--- src/rtl/ascii_dec_parser.sv ---
// ASCII decimal parser: packs '0'..'9' bytes into a BCD word, released on TERM.
// Optional sign support ('-' prefix, neg_out port) is enabled by ASCII_DEC_SIGN_EN.
module ascii_dec_parser #(
  parameter int unsigned NDIG = 4,
  parameter logic [7:0]  TERM = 8'h0D
) (
  input  logic                       clk,
  input  logic                       rst,
  input  logic [7:0]                 rx_data,
  input  logic                       rx_valid,
  output logic [4*NDIG-1:0]          bcd_out,
  output logic                       num_valid,
  output logic [$clog2(NDIG+1)-1:0]  dig_cnt,
  output logic                       err,
  output logic                       busy
`ifdef ASCII_DEC_SIGN_EN
  ,
  output logic                       neg_out
`endif
);

  localparam int unsigned CW = $clog2(NDIG + 1);
  localparam int unsigned AW = 4 * NDIG;

  localparam logic [1:0] IDLE  = 2'd0;
  localparam logic [1:0] ACCUM = 2'd1;
  localparam logic [1:0] ERROR = 2'd2;

  logic [1:0]    state_q, state_d;
  logic [AW-1:0] acc_q, acc_d;
  logic [CW-1:0] cnt_q, cnt_d;
  logic [AW-1:0] bcd_d;
  logic [CW-1:0] dig_cnt_d;
  logic          num_valid_d, err_d, to_err;
  logic          is_digit, is_term;

  assign is_digit = (rx_data >= 8'h30) && (rx_data <= 8'h39);
  assign is_term  = (rx_data == TERM);
  assign busy     = (state_q != IDLE);

`ifdef ASCII_DEC_SIGN_EN
  logic neg_q, neg_d, neg_out_d, is_minus;
  assign is_minus = (rx_data == 8'h2D);
`endif

  always_comb begin
    state_d     = state_q;
    acc_d       = acc_q;
    cnt_d       = cnt_q;
    bcd_d       = bcd_out;
    dig_cnt_d   = dig_cnt;
    num_valid_d = 1'b0;
    err_d       = 1'b0;
    to_err      = 1'b0;
`ifdef ASCII_DEC_SIGN_EN
    neg_d       = neg_q;
    neg_out_d   = neg_out;
`endif
    if (rx_valid) begin
      case (state_q)
        IDLE: begin
          if (is_digit) begin
            state_d = ACCUM;
            acc_d   = AW'(rx_data[3:0]);
            cnt_d   = CW'(1);
`ifdef ASCII_DEC_SIGN_EN
            neg_d   = 1'b0;
          end else if (is_minus) begin
            state_d = ACCUM;
            acc_d   = '0;
            cnt_d   = '0;
            neg_d   = 1'b1;
`endif
          end else if (!is_term) begin
            to_err = 1'b1;
          end
        end
        ACCUM: begin
          if (is_digit) begin
            if (cnt_q == CW'(NDIG)) begin
              to_err = 1'b1;
            end else begin
              acc_d = {acc_q[AW-5:0], rx_data[3:0]};
              cnt_d = cnt_q + CW'(1);
            end
          end else if (is_term) begin
`ifdef ASCII_DEC_SIGN_EN
            // A lone '-' carries no digits and is not a number.
            if (cnt_q == '0) begin
              to_err = 1'b1;
            end else begin
              neg_out_d = neg_q;
              neg_d     = 1'b0;
`else
            begin
`endif
              bcd_d       = acc_q;
              dig_cnt_d   = cnt_q;
              num_valid_d = 1'b1;
              acc_d       = '0;
              cnt_d       = '0;
              state_d     = IDLE;
            end
          end else begin
            to_err = 1'b1;
          end
        end
        ERROR: begin
          if (is_term) state_d = IDLE;
        end
        default: state_d = IDLE;
      endcase
    end
    // Error entry discards the partial number; outputs keep the last good one.
    if (to_err) begin
      state_d = ERROR;
      acc_d   = '0;
      cnt_d   = '0;
      err_d   = 1'b1;
`ifdef ASCII_DEC_SIGN_EN
      neg_d   = 1'b0;
`endif
    end
  end

  always_ff @(posedge clk or posedge rst) begin
    if (rst) begin
      state_q   <= IDLE;
      acc_q     <= '0;
      cnt_q     <= '0;
      bcd_out   <= '0;
      dig_cnt   <= '0;
      num_valid <= 1'b0;
      err       <= 1'b0;
`ifdef ASCII_DEC_SIGN_EN
      neg_q     <= 1'b0;
      neg_out   <= 1'b0;
`endif
    end else begin
      state_q   <= state_d;
      acc_q     <= acc_d;
      cnt_q     <= cnt_d;
      bcd_out   <= bcd_d;
      dig_cnt   <= dig_cnt_d;
      num_valid <= num_valid_d;
      err       <= err_d;
`ifdef ASCII_DEC_SIGN_EN
      neg_q     <= neg_d;
      neg_out   <= neg_out_d;
`endif
    end
  end

endmodule

--- config.mk ---
export PLATFORM = sky130hd
export DESIGN_NAME = ascii_dec_parser
export DESIGN_NICKNAME = d
export VERILOG_FILES = /design/src/rtl/ascii_dec_parser.sv
export SDC_FILE = /design/constraint.sdc
export NUM_CORES = 1
export LEC_CHECK = 0
export CORE_MARGIN = 3
export CORE_UTILIZATION = 47
export DETAILED_ROUTE_END_ITERATION = 8
export PLACE_DENSITY = 0.85
export SYNTH_ARGS = -nofsm -noshare
export SYNTH_HDL_FRONTEND = slang
export SYNTH_SLANG_ARGS = --single-unit
export TNS_END_PERCENT = 10
--- constraint.sdc ---
create_clock -name clk -period 1.6 [get_ports clk]
set_clock_uncertainty 0.1 [all_clocks]
set_input_delay 0.16 -clock clk [delete_from_list [all_inputs] [get_ports clk]]
set_output_delay 0.16 -clock clk [all_outputs]
set_load 0.02 [all_outputs]
======== Word-level counts from Yosys, hierarchy flattened ========
Index checks and enable logic that the tools add are counted.
storage, ports and cells
  bits in registers ....................... 42
  bits of input ports ..................... 11
  logic and storage cells ................. 58
  output and inout bits ................... 22
cells by class
  mux-type cells .......................... 31
  bitwise gates (word level) .............. 1
  add/subtract/negate cells ............... 1
  eq/ne operators ......................... 8
  magnitude comparators ................... 2
  reduce and logical (&&, ||, !) cells .... 8
operator list
  operator                                                           count
  2-to-1 mux 16 bit                                                  6
  case mux 16 bit (2 select lines)                                   1
  2-to-1 mux 3 bit                                                   6
  2-to-1 mux 1 bit                                                   10
  2-to-1 mux 2 bit                                                   5
  equality test 8 x 4 -> 1 bit, second input constant                1
  greater-or-equal comparator 8 x 6 -> 1 bit, second input constant  1
  less-or-equal comparator 8 x 6 -> 1 bit, second input constant     1
  != test 4 bit, second input constant                               2
  != test 3 bit, second input constant                               2
  case mux 2 bit (3 select lines)                                    1
  case mux 3 bit (2 select lines)                                    1
  AND reduction 5 bit                                                1
  AND reduction 4 bit                                                1
  nonzero test 2 bit                                                 2
  adder 3 x 1 -> 3 bit, second input constant                        1
  equality test 3 bit, second input constant                         1
  AND reduction 3 bit                                                1
  nonzero test 3 bit                                                 1
  equality test 2 x 1 -> 1 bit, second input constant                1
  equality test 2 bit, second input constant                         1
  logical NOT 2 bit                                                  1
  case mux 1 bit (2 select lines)                                    1
  logical AND 1 bit                                                  1
  inverter 1 bit                                                     1

======== Logic depth before layout (Yosys ltp) ========
Gate-level depths: netlist (run 1).
  depth after elaboration ................. 7
  mapped depth ............................ 8
  mapped depth without buffers ............ 7

======== Worst setup path before layout (run 1) ========
No wires, ideal clock.
  path type ............................... input -> register
  start point ............................. in rx_data[5]
  end point ............................... reg bcd_out[0]
  required time ........................... 1.375 ns
  cell stages on the path ................. 5
  data arrival time ....................... 1.655 ns
  slack ................................... -0.280 ns
  buffers on the path ..................... 1
  setup time .............................. 0.125 ns
  path through ............................ or4b_4 > nor4_4 > nand3_2 > buf_6 > mux2_4
on the way
  longest elaborated chain between the ends .. 4
  elaborated cells on any way between the ends .. 6
  those cells by class .................... order compare (2); eq/ne (1); bitwise (1); reduce/logical (2)
RTL lines
  element                                                                                                       line  RTL
  start: declaration                                                                                            9     input logic [7:0] rx_data,
  greater-or-equal comparator 8 x 6 -> 1 bit / less-or-equal comparator 8 x 6 -> 1 bit (equally long branches)  37    assign is_digit = (rx_data >= 8'h30) && (rx_data <= 8'h39);
  logical AND 1 bit                                                                                             37
  inverter 1 bit (no source line)                                                                               n/a
  AND reduction 4 bit (no source line) (*)                                                                      n/a
  end signal: assignment                                                                                        131   bcd_out <= '0;
  end signal: assignment                                                                                        143   bcd_out <= bcd_d;
  end: declaration                                                                                              11    output logic [4*NDIG-1:0] bcd_out,
Mark *: on every way between the ends. The rest lies on a longest branch, timed or not.
A chain may end at the register's enable or synchronous reset.

======== Final worst setup path (run 1) ========
  start point ............................. in rx_data[5]
  end point ............................... reg bcd_out[13]
Same word-level chain as after synthesis.

==> results.txt, run 1 <==
status: finished, violations left
failing checks: negative setup slack
I/O pins: 33
share of Yosys cell area claimed by the top area cell type: 55.9%
CP required: 1.69 ns
Logic pwr share: 31.1%
min Tclk post-route: 1.74 ns
fin area: 2890 µm²
Final WS setup: -0.141 ns
Final period util: 109%
post-synth top area cell: dfrtp_1
Clock Sinks: 42
synthesized instance count: 158
CP startpoint kind: input port
sequential group share of total power: 40.7%
fill count: 235
first-pass GRT wire length: 7340 µm
drt total wl: 4790 µm
vias in the first global route: 1517
critical path class: input port to flop
synth warn: 0
Fin. Hold Viols: 0
CP Capture Type: flop
syn nets: 173
Slew @ Worst Pin: 0.334 ns
diode count: 0
mapped cell area: 1880 µm²
Die X-Extent: 69.2 µm
Skew-Pair Late Insertion Delay: 0.30 ns
core area: 3740 µm²
Worst-path clk slew: 0.08 ns
Post-synth EDFFs: 0
Worst Hold Class: input port to async pin
Max Fclk: 574 MHz
die extent in y: 69.2 µm
TritonCTS clock tree: yes
DRT iter0 DRCs: 66
share of cells above drive strength 1: 44.1%
H-tree Lvls: 2
internal power: 0.00208 W
total of max-cap violations: 0
pin count of the biggest net entering global routing: 43
GRT Total Usage: 19.2%
RSZ-0062 raised after global routing: yes
Num CTS Buffers: 5
total power: 0.00299 W
total die area: 4790 µm²
leakage power: 1.38 nW
final setup vio count: 40
synthesized area per cell: 11.9 µm²
commonest non-fill, non-tap cell in the layout: dfrtp_1
Place WS: -0.709 ns
Max-slew headroom: 77.4%
r2r startpoint: state_q[1]
Wirelength per Cell: 17.4 µm
sequential-to-total area share from yosys stat: 55.9%
Routed Antenna Nets: 0
Synth async-reset ratio: 100%
Remaining Overflow, GRT: 0
Post-synth top flop: dfrtp_1
Setup TNS Final: -3.08 ns
Switching Fraction: 30.5%
DRC: 0
Final Wtd Congestion: 0.911
Switch Pwr: 0.000912 W
I/O Buffers: 32
Arr. time, crit path: 1.83 ns
via-per-instance ratio: 5.40
worst hold slack: 0.109 ns
reg2reg end: bcd_out[13]
cell area after placement: 2410 µm²
vias: 1486
Core Rows: 22
Initial Util: 50.2%
hold buffers post-CTS: 0
CP Launch Point: rx_data[5]
NumNets Final: 241
dominant cells by area after synthesis: dfrtp_1, mux2_4, nand2_1
P&R area growth vs syn: 53.9%
Reg2Reg Setup Slack: -0.12 ns
initial antenna violation count: 0
root buffer cell: clkbuf_8
Initial DRT Pass Iterations: 4
power density over the cells: 1030 nW/µm²
Yosys reg bits: 42
Slew Limit Fails: 0
r2r worst-path depth: 7
Clock power frac: 28.2%
Crit Path Max Fanout: 6
clk buf depth: 2
hpwl dp: 2500 µm
peak supply drop: 864 µV
most frequent cells in the layout: dfrtp_1, clkdlybuf4s50_1, nand2_1
Yosys cell types: 32
-- worst max-delay path, cell delays in order --
cell and delay [ns]:
buf_6 0.09, or4b_4 0.54, nor4_4 0.30, nand3_4 0.16, buf_6 0.16, buf_16 0.14, mux2_4 0.29
-- synth_stat cells, types with 2 or more instances --
master / n
a22o_1: 4
mux2_4: 15
inv_1: 10
nor2_1: 3
mux2_2: 2
buf_6: 2
nand2_1: 31
o21ai_1: 2
dfrtp_1: 42
o21ai_0: 16
a211oi_1: 2
buf_4: 3
ha_1: 4
a21o_1: 2
o31ai_1: 3
-- worst max path at each step --
stage | endpoint | slack [ns] | depth (start not counted)
2_1_floorplan | bcd_out[0] | -0.28 | 5
3_3_place_gp | bcd_out[8] | -0.65 | 6
3_5_place_dp | bcd_out[3] | -0.71 | 6
4_1_cts | bcd_out[2] | -0.21 | 7
5_1_grt | bcd_out[0] | -0.17 | 7
6_report | bcd_out[13] | -0.14 | 7
-- flip-flops by register name, indices dropped and copies added, names as in the netlist --
| register | cells |
|---|---|
| acc_q | 16 |
| dig_cnt | 3 |
| bcd_out | 16 |
| err | 1 |
| num_valid | 1 |
| state_q | 2 |
| cnt_q | 3 |
-- through the flow --
step | cells | util, %
after floorplan | 158 | -
after global placement | 255 | 64.4
after detailed placement | 255 | 64.4
after CTS | 270 | 73.1
after global routing | 275 | 77.3
final | 275 | 77.3
-- area by class of cell --
type                            count  area, µm²  share of cell area [%]
Timing Repair Buffer               68        726                    25.1
Multi-Input combinational cell     99        908                    31.4
Sequential cell                    42       1050                    36.3
Tap cell                           48       60.1                    2.08
Clock buffer                        6       72.6                    2.51
Clock inverter                      2       37.5                    1.30
Inverter                           10       37.5                    1.30
-- power by group through the flow --
stage | registers (W) | clock network (W) | logic, W
2_1_floorplan | 0.00123 | 0 | 0.000373
3_3_place_gp | 0.00123 | 0 | 0.000611
3_5_place_dp | 0.00123 | 0 | 0.000626
4_1_cts | 0.00121 | 0.000840 | 0.000725
5_1_grt | 0.00123 | 0.000883 | 0.00101
6_report | 0.00122 | 0.000844 | 0.000930
-- logic make-up (layout without fill, tap and decap cells) --
| group | after synthesis | after routing | synth area share [%] |
|---|---|---|---|
| buffers and inverters | 17 | 86 | 4.86 |
| AND/OR/NAND/NOR | 43 | 43 | 11.5 |
| multiplexers | 17 | 17 | 13.2 |
| AO/OA/AOI/OAI | 35 | 35 | 11.9 |
| adder cells (fa/ha/maj) | 4 | 4 | 2.66 |
| flip-flops | 42 | 42 | 55.9 |
-- layer usage --
layer	track usage, %	part of all wire (%)
met5	0	0
met4	7.16	2.9
met3	4.49	3.5
met2	30.8	53
met1	25.4	41
-- repair_timing --
item                       in CTS  in global routing
hold endpoints to repair        0                  0
cloned                          3                  3
pin swaps                      12                 10
resized for setup              49                 41
setup endpoints to repair      43                 43
setup buffers                   4                  3
No activity file was read; power rests on OpenSTA's default activity.
==> run 2: changes to the inputs <==
CORE_MARGIN = default   (was 3)
CTS_CLUSTER_SIZE = 24   (was default)
==> results.txt, run 2 (synthesis results as in run 1) <==
total of max-cap violations: 0
Worst-path clk slew: 0.08 ns
P&R area growth vs syn: 54.8%
Final WS setup: -0.263 ns
CP Launch Point: state_q[0]
r2r worst-path depth: 5
RSZ-0062 raised after global routing: yes
critical path class: flop to flop
most frequent cells in the layout: dfrtp_1, nand2_1, clkdlybuf4s50_1
CP Capture Type: flop
Routed Antenna Nets: 0
CP required: 1.65 ns
failing checks: negative setup slack
Core Rows: 22
biggest regs: acc_q x16, bcd_out x16
Initial DRT Pass Iterations: 4
DRC: 0
commonest non-fill, non-tap cell in the layout: dfrtp_1
root buffer cell: clkbuf_8
pin count of the biggest net entering global routing: 43
drt total wl: 4980 µm
Die X-Extent: 65.2 µm
vias: 1494
I/O pins: 33
Worst Hold Class: input port to flop
Clock Sinks: 42
diode count: 0
Wirelength per Cell: 17.9 µm
peak supply drop: 796 µV
GRT Total Usage: 22.6%
Final Wtd Congestion: 0.889
Arr. time, crit path: 1.92 ns
share of cells above drive strength 1: 44.3%
worst hold slack: 0.112 ns
first-pass GRT wire length: 7120 µm
power density over the cells: 1010 nW/µm²
CP startpoint kind: flop
core area: 3740 µm²
NumNets Final: 244
final setup vio count: 42
via-per-instance ratio: 5.37
Fin. Hold Viols: 0
r2r startpoint: state_q[0]
Finished Layout Cells: 278
vias in the first global route: 1443
total die area: 4260 µm²
clk buf depth: 2
hold buffers post-CTS: 0
min Tclk post-route: 1.86 ns
Max-slew headroom: 73.5%
Max Fclk: 537 MHz
Remaining Overflow, GRT: 0
Place WS: -0.739 ns
Slew @ Worst Pin: 0.393 ns
leakage power: 1.38 nW
hpwl dp: 2450 µm
launch point of the worst hold path: rx_data[1]
status: finished, violations left
Crit Path Max Fanout: 8
Slew Limit Fails: 0
total power: 0.00293 W
initial antenna violation count: 0
Skew-Pair Late Insertion Delay: 0.29 ns
die extent in y: 65.2 µm
Num CTS Buffers: 5
TritonCTS clock tree: yes
DRT iter0 DRCs: 43
Final period util: 116%
Initial Util: 50.2%
Hold Crit Depth: 3
H-tree Lvls: 2
Placed Cells: 257
I/O Buffers: 32
Setup TNS Final: -5.39 ns
[run 2: cell types whose count changed in the layout (fill, tap and decap cells not counted), sizes merged]
cell / previous run / this run
buf: 38 / 44
bufbuf: 1 / 0
bufinv: 1 / 0
clkbuf: 8 / 7
clkinv: 0 / 1
clkinvlp: 1 / 0
[run 2: final timing paths]
check,endpoint,slack (ns)
setup / recovery,cnt_q[2],-0.26
hold / removal,acc_q[1],0.11
setup reg to reg,cnt_q[2],-0.26
hold reg to reg,dig_cnt[1],0.39
max in group asynchronous,dig_cnt[2],1.08
min in group asynchronous,bcd_out[0],0.13
[run 2: power by group]
| part | internal [W] | total [W] | leakage [nW] | switching (W) |
|---|---|---|---|---|
| sequential | 0.00115 | 0.00123 | 0.575 | 0.0000788 |
| clock | 0.000348 | 0.000700 | 0.0482 | 0.000352 |
| combinational | 0.000475 | 0.000998 | 0.752 | 0.000523 |
[run 2: per-layer routing]
metal  routed length [µm]  GRT usage, %  part of all wire [%]  up-vias
met5                    0             0                     0        -
met4                  163          6.79                   3.3        0
met3                  193          4.17                   3.9       16
met2                 2630          38.9                    53       50
met1                 1990          28.8                    40      734
li1                     -             -                     -      694
[run 2: final cells by class]
cell class	instances	area (µm²)
fill	223	835
sequential	42	1050
clock buffer	7	86.3
tap	48	60.1
inverter	10	37.5
timing repair buffer	71	718
multi-input combinational	99	951
clock inverter	1	5.00
[run 2: repair_timing]
item	4_1_cts	5_1_grt
cloned	4	1
setup buffers	6	4
resized for setup	58	34
pin swaps	11	13
endpoints found under the setup margin	43	42
[run 2: per-stage QoR]
stage	utilization, %	cell area (µm²)
5_1_grt	77.7	2910
3_3_place_gp	64.8	2430
6_report	77.7	2910
2_1_floorplan	-	1880
4_1_cts	72.8	2730
3_5_place_dp	64.8	2430
[run 2: critical path, stage by stage, from the launching register on]
cell	delay, ns
dfrtp_1	0.45
inv_2	0.08
ha_4	0.19
a211o_4	0.41
buf_6	0.16
o41ai_1	0.34
